==> src/rtl/axi_pkg.sv <==
// axi_pkg: AXI response codes and the AXI4-Lite master FSM state type.
package axi_pkg;

    localparam logic [1:0]  RESP_OKAY     = 2'b00;
    localparam logic [1:0]  RESP_SLVERR   = 2'b10;
    localparam logic [1:0]  RESP_DECERR   = 2'b11;

    // Read data reported when the watchdog abandons a transaction
    localparam logic [31:0] TIMEOUT_RDATA = 32'hDEADDEAD;

    typedef enum logic [2:0] {
        IDLE,
        WR_REQ,
        WR_RESP,
        RD_REQ,
        RD_DATA,
        RSP
    } axi_lite_mst_state_e;

endpackage

==> src/rtl/axi_lite_mst_watchdog.sv <==
// axi_lite_mst_watchdog: counts cycles spent waiting on the slave and flags
// expiry in the cycle whose edge would bring the count to LIMIT, so the
// master reaches its response state exactly LIMIT cycles after it starts
// waiting.
module axi_lite_mst_watchdog #(
    parameter int  LIMIT = 256,
    localparam int CW    = $clog2(LIMIT + 1)
) (
    input  logic clk,
    input  logic reset,
    input  logic clear,
    input  logic enable,
    output logic expired
);

    logic [CW-1:0] count;

    assign expired = enable && (count == CW'(LIMIT - 1));

    // Wait-cycle counter; restarts on every accepted command, saturates at expiry
    always_ff @(posedge clk) begin
        if (reset || clear) begin
            count <= '0;
        end else if (enable && !expired) begin
            count <= count + 1'b1;
        end
    end

endmodule

==> src/rtl/axi4_lite_master.sv <==
// axi4_lite_master: single-outstanding AXI4-Lite master. One command is taken
// on the cmd_* port, the AW/W/B or AR/R exchange is run, and the slave's
// response is held on rsp_* until consumed.
// Optional watchdog: define AXI_LITE_MASTER_TIMEOUT_EN.
module axi4_lite_master
    import axi_pkg::*;
#(
    parameter int  ADDR_WIDTH     = 32,
    parameter int  DATA_WIDTH     = 32,
    parameter int  TIMEOUT_CYCLES = 256,
    localparam int STRB_WIDTH     = DATA_WIDTH / 8
) (
    input  logic                  aclk,
    input  logic                  areset,
    // command / response side
    input  logic                  cmd_valid,
    output logic                  cmd_ready,
    input  logic                  cmd_write,
    input  logic [ADDR_WIDTH-1:0] cmd_addr,
    input  logic [DATA_WIDTH-1:0] cmd_wdata,
    input  logic [STRB_WIDTH-1:0] cmd_wstrb,
    output logic                  rsp_valid,
    input  logic                  rsp_ready,
    output logic [DATA_WIDTH-1:0] rsp_rdata,
    output logic [1:0]            rsp_resp,
    // AXI4-Lite write channels
    output logic [ADDR_WIDTH-1:0] awaddr,
    output logic [2:0]            awprot,
    output logic                  awvalid,
    input  logic                  awready,
    output logic [DATA_WIDTH-1:0] wdata,
    output logic [STRB_WIDTH-1:0] wstrb,
    output logic                  wvalid,
    input  logic                  wready,
    input  logic [1:0]            bresp,
    input  logic                  bvalid,
    output logic                  bready,
    // AXI4-Lite read channels
    output logic [ADDR_WIDTH-1:0] araddr,
    output logic [2:0]            arprot,
    output logic                  arvalid,
    input  logic                  arready,
    input  logic [DATA_WIDTH-1:0] rdata,
    input  logic [1:0]            rresp,
    input  logic                  rvalid,
    output logic                  rready
);

    axi_lite_mst_state_e   state;
    logic [ADDR_WIDTH-1:0] addr_q;
    logic [DATA_WIDTH-1:0] wdata_q;
    logic [STRB_WIDTH-1:0] wstrb_q;
    logic                  timeout;
    logic                  aw_done;
    logic                  w_done;

    // Captured command drives the AXI payload, so it is stable while valid is high
    assign awaddr = addr_q;
    assign araddr = addr_q;
    assign wdata  = wdata_q;
    assign wstrb  = wstrb_q;
    assign awprot = 3'b000;
    assign arprot = 3'b000;

    // A channel is finished once its valid has dropped or it handshakes now
    assign aw_done = !awvalid || awready;
    assign w_done  = !wvalid  || wready;

`ifdef AXI_LITE_MASTER_TIMEOUT_EN
    logic wd_clear;
    logic wd_enable;

    assign wd_clear  = cmd_valid && cmd_ready;
    assign wd_enable = (state == WR_REQ) || (state == WR_RESP) ||
                       (state == RD_REQ) || (state == RD_DATA);

    axi_lite_mst_watchdog #(
        .LIMIT (TIMEOUT_CYCLES)
    ) u_watchdog (
        .clk     (aclk),
        .reset   (areset),
        .clear   (wd_clear),
        .enable  (wd_enable),
        .expired (timeout)
    );
`else
    assign timeout = 1'b0;

    // No watchdog in this build: the limit is referenced only here
    if (TIMEOUT_CYCLES < 1) begin : g_timeout_unused
    end
`endif

    // Transaction FSM with registered handshake and response outputs
    always_ff @(posedge aclk) begin
        if (areset) begin
            state     <= IDLE;
            cmd_ready <= 1'b1;
            awvalid   <= 1'b0;
            wvalid    <= 1'b0;
            bready    <= 1'b0;
            arvalid   <= 1'b0;
            rready    <= 1'b0;
            rsp_valid <= 1'b0;
            rsp_rdata <= '0;
            rsp_resp  <= RESP_OKAY;
            addr_q    <= '0;
            wdata_q   <= '0;
            wstrb_q   <= '0;
        end else if (timeout) begin
            // Abandon the slave; anything it sends later is not looked at
            awvalid   <= 1'b0;
            wvalid    <= 1'b0;
            bready    <= 1'b0;
            arvalid   <= 1'b0;
            rready    <= 1'b0;
            rsp_valid <= 1'b1;
            rsp_resp  <= RESP_DECERR;
            rsp_rdata <= DATA_WIDTH'(TIMEOUT_RDATA);
            state     <= RSP;
        end else begin
            case (state)
                IDLE: begin
                    if (cmd_valid && cmd_ready) begin
                        cmd_ready <= 1'b0;
                        addr_q    <= cmd_addr;
                        wdata_q   <= cmd_wdata;
                        wstrb_q   <= cmd_wstrb;
                        if (cmd_write) begin
                            awvalid <= 1'b1;
                            wvalid  <= 1'b1;
                            state   <= WR_REQ;
                        end else begin
                            arvalid <= 1'b1;
                            state   <= RD_REQ;
                        end
                    end
                end
                WR_REQ: begin
                    if (awvalid && awready) awvalid <= 1'b0;
                    if (wvalid && wready)   wvalid  <= 1'b0;
                    if (aw_done && w_done) begin
                        bready <= 1'b1;
                        state  <= WR_RESP;
                    end
                end
                WR_RESP: begin
                    if (bvalid) begin
                        bready    <= 1'b0;
                        rsp_valid <= 1'b1;
                        rsp_resp  <= bresp;
                        rsp_rdata <= '0;
                        state     <= RSP;
                    end
                end
                RD_REQ: begin
                    if (arready) begin
                        arvalid <= 1'b0;
                        rready  <= 1'b1;
                        state   <= RD_DATA;
                    end
                end
                RD_DATA: begin
                    if (rvalid) begin
                        rready    <= 1'b0;
                        rsp_valid <= 1'b1;
                        rsp_resp  <= rresp;
                        rsp_rdata <= rdata;
                        state     <= RSP;
                    end
                end
                RSP: begin
                    if (rsp_ready) begin
                        rsp_valid <= 1'b0;
                        cmd_ready <= 1'b1;
                        state     <= IDLE;
                    end
                end
                default: state <= IDLE;
            endcase
        end
    end

endmodule

==> config.mk <==
export PLATFORM = sky130hd
export DESIGN_NAME = axi4_lite_master
export DESIGN_NICKNAME = d
export VERILOG_FILES = /design/src/rtl/axi_pkg.sv /design/src/rtl/axi_lite_mst_watchdog.sv /design/src/rtl/axi4_lite_master.sv
export SDC_FILE = /design/constraint.sdc
export NUM_CORES = 1
export LEC_CHECK = 0
export BUFFER_PORTS_ARGS = -buffer_cell sky130_fd_sc_hd__buf_2
export CAP_MARGIN = 20
export CORE_ASPECT_RATIO = 2
export CORE_MARGIN = 8
export CORE_UTILIZATION = 33
export DETAILED_ROUTE_END_ITERATION = 7
export GPL_TIMING_DRIVEN = 1
export HOLD_SLACK_MARGIN = 0.05
export PLACE_DENSITY = 0.66
export REMOVE_ABC_BUFFERS = 1
export SYNTH_ARGS = -nofsm -noshare
export SYNTH_HDL_FRONTEND = slang
export SYNTH_SLANG_ARGS = --single-unit
==> constraint.sdc <==
create_clock -name aclk -period 1.7 [get_ports aclk]
set_clock_uncertainty 0.15 [all_clocks]
set_input_delay 0.17 -clock aclk [delete_from_list [all_inputs] [get_ports aclk]]
set_output_delay 0.17 -clock aclk [all_outputs]
set_load 0.02 [all_outputs]
==> summary.txt, run 1 <==
Logic synthesis
  – Synth Area in Compound Gates: 17.7%
  – Adder-Cell Fraction of Synth Area: 0%
  – Synth area leader: dfxtp_1
  – Area contributors post-synth: dfxtp_1, nand2_1, a21oi_1
  – Post-Syn Area: 0.00431 mm²
  – Post-synth top area share: 52.0%
  – Syn avg cell area: 8.27 µm²
  – Number of synthesized flops with an enable pin: 0
  – Primary FF master, synth: dfxtp_1
  – FF+latch count, synth: 112
  – Library cells used by synthesis: 28
  – Simple-Gate Fraction of Synth Area: 18.7%
  – Sequential fraction of the synthesis area: 52.0%
  – Post-Synth XOR/XNOR Area: 0%
  – Main combinational cell family by area after synthesis: simple AND/OR/NAND/NOR gates
  – Post-Synthesis Cells: 521
  – Synth async-reset ratio: 0%
  – Yosys Warn Count: 0
  – Post-synthesis mux area share: 0.232%

STA
  – Max Clk Rate: 0.605 GHz
  – Hold slack final: 101 ps
  – Worst Slack Setup Final: 48.2 ps
  – Endpoints failing setup: 0
  – Period minus WS final: 1650 ps
  – Final period utilization: 97.2%
  – Slew Viols, Final: 0
  – Setup_tns: 0 ps
  – RSZ-0062 raised after global routing: true
  – Final Hold Fails: 0

Worst setup path
  – Max stage delay cell, worst path: dfxtp_2
  – Worst Setup Start Kind: flip-flop
  – Worst path cell trace: buf_6 > nand3b_1 > a21o_4 > buf_12 > a22oi_2 > nor2_1
  – Critical path class: reg -> reg
  – Crit Path Max Fanout: 28
  – Req. time, crit path: 1770 ps
  – Crit-path max cell delay: 330 ps
  – Crit path DAT: 1730 ps
  – Crit end category: flip-flop

Clocking
  – Clock-pin slew on the worst setup and hold paths: 70 ps
  – Clock root buffer: clkbuf_16
  – H-Tree Depth: 3
  – CTS tree: done
  – Clock Sinks: 112
  – CTS buffer count: 9
  – Clk_lat worst skew: 340 ps
  – CTS Buffer Depth: 2

Worst hold path
  – Hold Crit Class: in -> reg

GRT
  – Gr ovfl total: 0
  – Largest net degree at the start of global routing: 64
  – Vias in the first global route: 4868
  – Global-route wire length before repair: 24.5 mm
  – Initial antenna violation count: 0
  – Total Routing Usage GR: 17.2%

Routing
  – Antenna viol nets, final: 0
  – DRC Markers: 0
  – Initial DRC Count: 141
  – Via count: 4798
  – Post-DR vias/cell: 4.75
  – WL final: 16.0 mm
  – Routed wire per std cell: 15.9 µm
  – DRT Pass-1 Iters: 4

Pwr
  – Static Leak: 3.36 nW
  – Cell Pwr Density: 1300 mW/mm²
  – VDD IR max: 0.000857 V

Layout
  – Post-route insts no fill: 1010
  – Final Cell Area: 0.00708 mm²
  – Area growth, synth to finish: 64.4%
  – Final #Nets: 967
  – Layout cells sized above 1: 35.9%

Floorplanning
  – Row count: 59
  – IO Pins: 261
  – Die height: 178 µm
  – Die ar.: 0.0172 mm²
  – Initial Utilization: 33.3%
  – Die W: 96.8 µm
  – Core area: 0.0129 mm²

Placed design
  – Gpl congestion: 0.836
  – Area post-placement: 0.00553 mm²
  – HPWL after DPL: 10.8 mm
  – Cells after DPL: 877
  – DP Worst Slack: -18.3 ps
  – Port Buffers: 254

Outcome
  – Status: completed

Job
  – Maximum capacitance violations: 0
-- cell usage after synthesis, types with 2 or more instances --
master      n
nand2_1   144
dfxtp_1   112
a21oi_1    77
nor2_1     43
buf_4      41
a22oi_1    32
buf_2      19
clkbuf_1   13
o21ai_0     8
a31oi_1     4
a311oi_1    3
nand2b_1    3
a21o_1      2
buf_6       2
inv_1       2
nand3b_1    2
nor3_1      2
o211ai_1    2
-- worst max-delay path, delay by kind of cell, from the launching register on --
family,cells,cell delay [ps]
buf+inv,2,300
simple gates,2,290
compound gates,2,470
flops,1,330
-- layout by cell type (no fill, tap or decap), types with 5 or more instances in the layout --
| cell | n |
|---|---|
| a21oi_1 | 76 |
| a22oi_1 | 27 |
| a22oi_2 | 5 |
| buf_12 | 7 |
| buf_2 | 253 |
| buf_4 | 13 |
| buf_6 | 6 |
| clkbuf_16 | 11 |
| conb_1 | 6 |
| dfxtp_1 | 110 |
| dlygate4sd3_1 | 110 |
| nand2_1 | 144 |
| nor2_1 | 42 |
| o21ai_0 | 8 |
-- report_power, final --
part	internal, mW	total [mW]	switching [mW]
registers	3.09	3.36	0.269
logic	1.55	3.90	2.35
clock network	1.00	1.96	0.953
total	5.64	9.22	3.58
-- state kept, by name, summed over array words and instances, names as in the netlist --
name       cells
arvalid        1
wstrb          4
rsp_resp       2
state          3
rsp_rdata     32
araddr        32
wdata         32
cmd_ready      1
awvalid        1
wvalid         1
bready         1
rready         1
rsp_valid      1
-- metal layers --
metal / share of wire, % / track usage, % / vias to the layer above
met4: 2.6 / 7.75 / 0
met2: 53 / 31.6 / 215
li1: - / - / 2346
met1: 38 / 17.4 / 2211
met5: 0 / 0 / -
met3: 6.5 / 5.22 / 26
-- cell families (layout without fill, tap and decap cells) --
group | count (synthesis) | after routing
flip-flops | 112 | 112
AND/OR/NAND/NOR | 200 | 200
multiplexers | 1 | 1
buffers and inverters | 77 | 408
other | 1 | 7
AO/OA/AOI/OAI | 130 | 130
-- final timing paths --
kind,startpoint,endpoint,slack [ps],depth (start not counted)
worst max-delay path,state[1],rsp_rdata[19],50,6
worst min-delay path,arready,rready,100,3
worst max register to register,state[1],rsp_rdata[19],50,6
worst min register to register,wdata[16],wdata[16],300,2
-- layout make-up --
cell class / instances / area (µm²)
Antenna cell: 1 / 2.50
Multi-Input combinational cell: 337 / 1650
Sequential cell: 112 / 2240
Timing Repair Buffer: 391 / 2720
Clock inverter: 5 / 42.5
Clock buffer: 10 / 229
Fill cell: 1138 / 5830
Inverter: 2 / 7.51
Tap cell: 152 / 190
-- metrics by stage --
stage,utilization (%),power [mW]
6_report,54.8,9.22
5_1_grt,54.8,9.77
4_1_cts,53.5,9.01
3_5_place_dp,42.8,6.80
3_3_place_gp,42.8,6.77
2_1_floorplan,-,5.33
-- repair_timing --
action,4_1_cts,5_1_grt
setup buffers,0,5
endpoints found under the setup margin,12,74
pin swaps,0,5
hold endpoints to repair,108,0
resized for setup,2,21
hold buffers,110,0
cloned,0,2
Note: power is estimated with default switching activity, not from simulation.
==> inputs of run 2 (changes only) <==
Settings changed: ABC_AREA set to 1, PLACE_DENSITY 0.66 to 0.65.
==> summary.txt, run 2 <==
Worst setup path
  – Flop2flop setup slack: 130 ps (+80 ps)
  – Crit Path Max Fanout: 34 (+21%)
  – Worst R2R Start: state[2]
  – Cell count along the critical path: 7 (+1)
  – Crit path max-delay family: buffers and inverters
  – Worst Setup EP: araddr[5]
  – Crit-path max cell delay: 360 ps (+30 ps)
  – Worst path cell trace: inv_2 > nand2_2 > nor2_8 > buf_12 > buf_4 > nand3_1 > a21oi_1
  – Max stage delay cell, worst path: dfxtp_2
  – Crit end category: flip-flop
  – R2R Path End: araddr[5]
  – FF-to-FF path depth: 7 (+1)
  – CP Buf/Inv Count: 3 (+1)
  – Req. time, crit path: 1820 ps (+50 ps)
  – CP Launch Point: state[2]
  – Crit path DAT: 1700 ps (-30 ps)
  – Worst Setup Start Kind: flip-flop
  – Critical path class: reg -> reg

Logic synthesis
  – FF+latch count, synth: 112 (unchanged)
  – Post-synth top area share: 48.9% (-3.2 points)
  – Number of synthesized flops with an enable pin: 0 (unchanged)
  – Post-Synthesis Cells: 588 (+13%)
  – Primary FF master, synth: dfxtp_1
  – Area contributors post-synth: dfxtp_1, nand2_1, a21oi_1
  – Syn avg cell area: 7.80 µm² (-5.6%)
  – Most instantiated cells after synthesis: nand2_1, dfxtp_1, a21oi_1
  – Sequential fraction of the synthesis area: 48.9% (-3.2 points)
  – Library cells used by synthesis: 25 (-11%)
  – Synth area leader: dfxtp_1
  – Synth async-reset ratio: 0% (unchanged)
  – Most common cell in the netlist: nand2_1
  – Post-Syn Area: 0.00459 mm² (+6.5%)
  – Yosys Warn Count: 0 (unchanged)

STA
  – Final Hold Fails: 0 (unchanged)
  – Slew Viols, Final: 0 (unchanged)
  – Period minus WS final: 1570 ps (-81.3 ps)
  – Max Clk Rate: 0.637 GHz (+5.2%)
  – Endpoints failing setup: 0 (unchanged)
  – RSZ-0062 raised after global routing: false
  – Worst Slack Setup Final: 129 ps (+81.3 ps)
  – Setup_tns: 0 ps (unchanged)
  – Hold slack final: 113 ps (+11.9 ps)
  – Final period utilization: 92.4% (-4.8 points)

Pwr
  – Power, Total: 9.75 mW (+5.7%)
  – VDD IR max: 0.000738 V (-14%)
  – Cell Pwr Density: 1350 mW/mm² (+4.1%)
  – Static Leak: 3.41 nW (+1.7%)

Routing
  – DRT Pass-1 Iters: 5 (+1)
  – Antenna viol nets, final: 0 (unchanged)
  – Initial DRC Count: 210 (+49%)
  – Routed wire per std cell: 16.3 µm (+2.8%)
  – DRC Markers: 0 (unchanged)
  – Post-DR vias/cell: 4.89 (+2.9%)
  – Via count: 5212 (+8.6%)
  – WL final: 17.4 mm (+8.5%)

Clocking
  – CTS tree: done
  – # Post-CTS Setup Buffers: 0 (unchanged)
  – Clock-pin slew on the worst setup and hold paths: 90 ps (+20 ps)
  – CTS buffer count: 9 (unchanged)
  – H-Tree Depth: 3 (unchanged)
  – Clock root buffer: clkbuf_16
  – Clock Sinks: 112 (unchanged)
  – Clk_lat worst skew: 340 ps (about the same)
  – CTS Buffer Depth: 2 (unchanged)

Placed design
  – Gpl congestion: 0.855 (+2.3%)
  – DP Worst Slack: 36.5 ps (+54.7 ps)
  – HPWL after DPL: 11.8 mm (+9.2%)
  – Port Buffers: 254 (unchanged)
  – Cells after DPL: 940 (+7.2%)
  – Area post-placement: 0.00576 mm² (+4.1%)

Layout
  – Final Cell Area: 0.00720 mm² (+1.6%)
  – Most common cell after layout, fill and taps aside: buf_2
  – Final #Nets: 1018 (+5.3%)
  – Area growth, synth to finish: 56.9%
  – Finished Core Util: 52.4% (-2.4 points)
  – ANT cells: 0 (-1)
  – Commonest cells after routing, fill and taps aside: buf_2, nand2_1, dlygate4sd3_1, dfxtp_1, a21oi_1
  – Layout cells sized above 1: 33.2% (-2.7 points)
  – Post-route insts no fill: 1066 (+5.5%)

Floorplanning
  – Row count: 61 (+3.4%)
  – Core area: 0.0137 mm² (+6.3%)
  – Initial Utilization: 33.4% (+0.051 points)
  – IO Pins: 261 (unchanged)
  – Die ar.: 0.0182 mm² (+5.7%)
  – Die height: 183 µm (+2.9%)
  – Die W: 99.4 µm (+2.7%)

GRT
  – Largest net degree at the start of global routing: 56 (-13%)
  – Vias in the first global route: 5341 (+9.7%)
  – Gr ovfl total: 0 (unchanged)
  – Global-route wire length before repair: 27.8 mm (+13%)
  – Total Routing Usage GR: 18.9% (+1.6 points)
  – Initial antenna violation count: 0 (unchanged)

Worst hold path
  – Hold Crit Class: in -> reg

Job
  – Maximum capacitance violations: 0 (unchanged)

Outcome
  – Status: completed
## run 2: cell count changes in the layout (fill, tap and decap cells not counted), sizes merged, moves of 16 or more
cell / before / now
nor2: 43 / 17
inv: 4 / 20
a21oi: 77 / 109
nand3: 0 / 75
nand2: 145 / 169
a22oi: 32 / 0
## run 2: final cells by class
type | count | area [µm²]
flip-flops and latches | 112 | 2250
multi-input cells | 387 | 1780
clock buffers | 9 | 225
well taps | 157 | 196
fillers | 1230 | 6540
inverters | 15 | 56.3
repair buffers | 379 | 2590
clock inverters | 7 | 109
## run 2: logic make-up after synthesis
family / count (synthesis) / share of synthesized area [%]
flops: 112 / 48.9
compound gates: 116 / 12.9
other cells: 1 / 0.0817
simple gates: 265 / 25.4
buf+inv: 94 / 12.8
## run 2: worst reg2reg max path: stages, from the launching register on
cell and delay [ps]:
dfxtp_2 360, inv_2 80, nand2_2 100, nor2_8 130, buf_12 190, buf_4 210, nand3_1 100, a21oi_1 190
## run 2: how the worst min path moves through the flow
stage,start,to,depth (start not counted)
CTS,rvalid,rready,4
floorplan,areset,rsp_valid,1
detailed placement,rdata[31],rsp_rdata[31],3
finish,rvalid,rready,4
global placement,rsp_ready,cmd_ready,3
global route,rvalid,rready,4
## run 2: routing by layer
metal	track usage (%)	part of all wire, %	up-vias
met5	0	0	-
met4	8.36	2.9	0
met3	8.77	13	27
met2	29.6	45	324
met1	21.3	40	2348
li1	-	-	2513
## run 2: where the power goes
group | total, mW | internal (mW) | switching, mW
registers | 3.42 | 3.07 | 0.347
clock network | 2.37 | 1.33 | 1.03
logic | 3.97 | 1.45 | 2.52
## run 2: timing repair
action,in CTS,in global routing
gates resized for setup,0,3
endpoints found under the setup margin,0,50
hold endpoints to repair,108,0
hold buffers,110,0
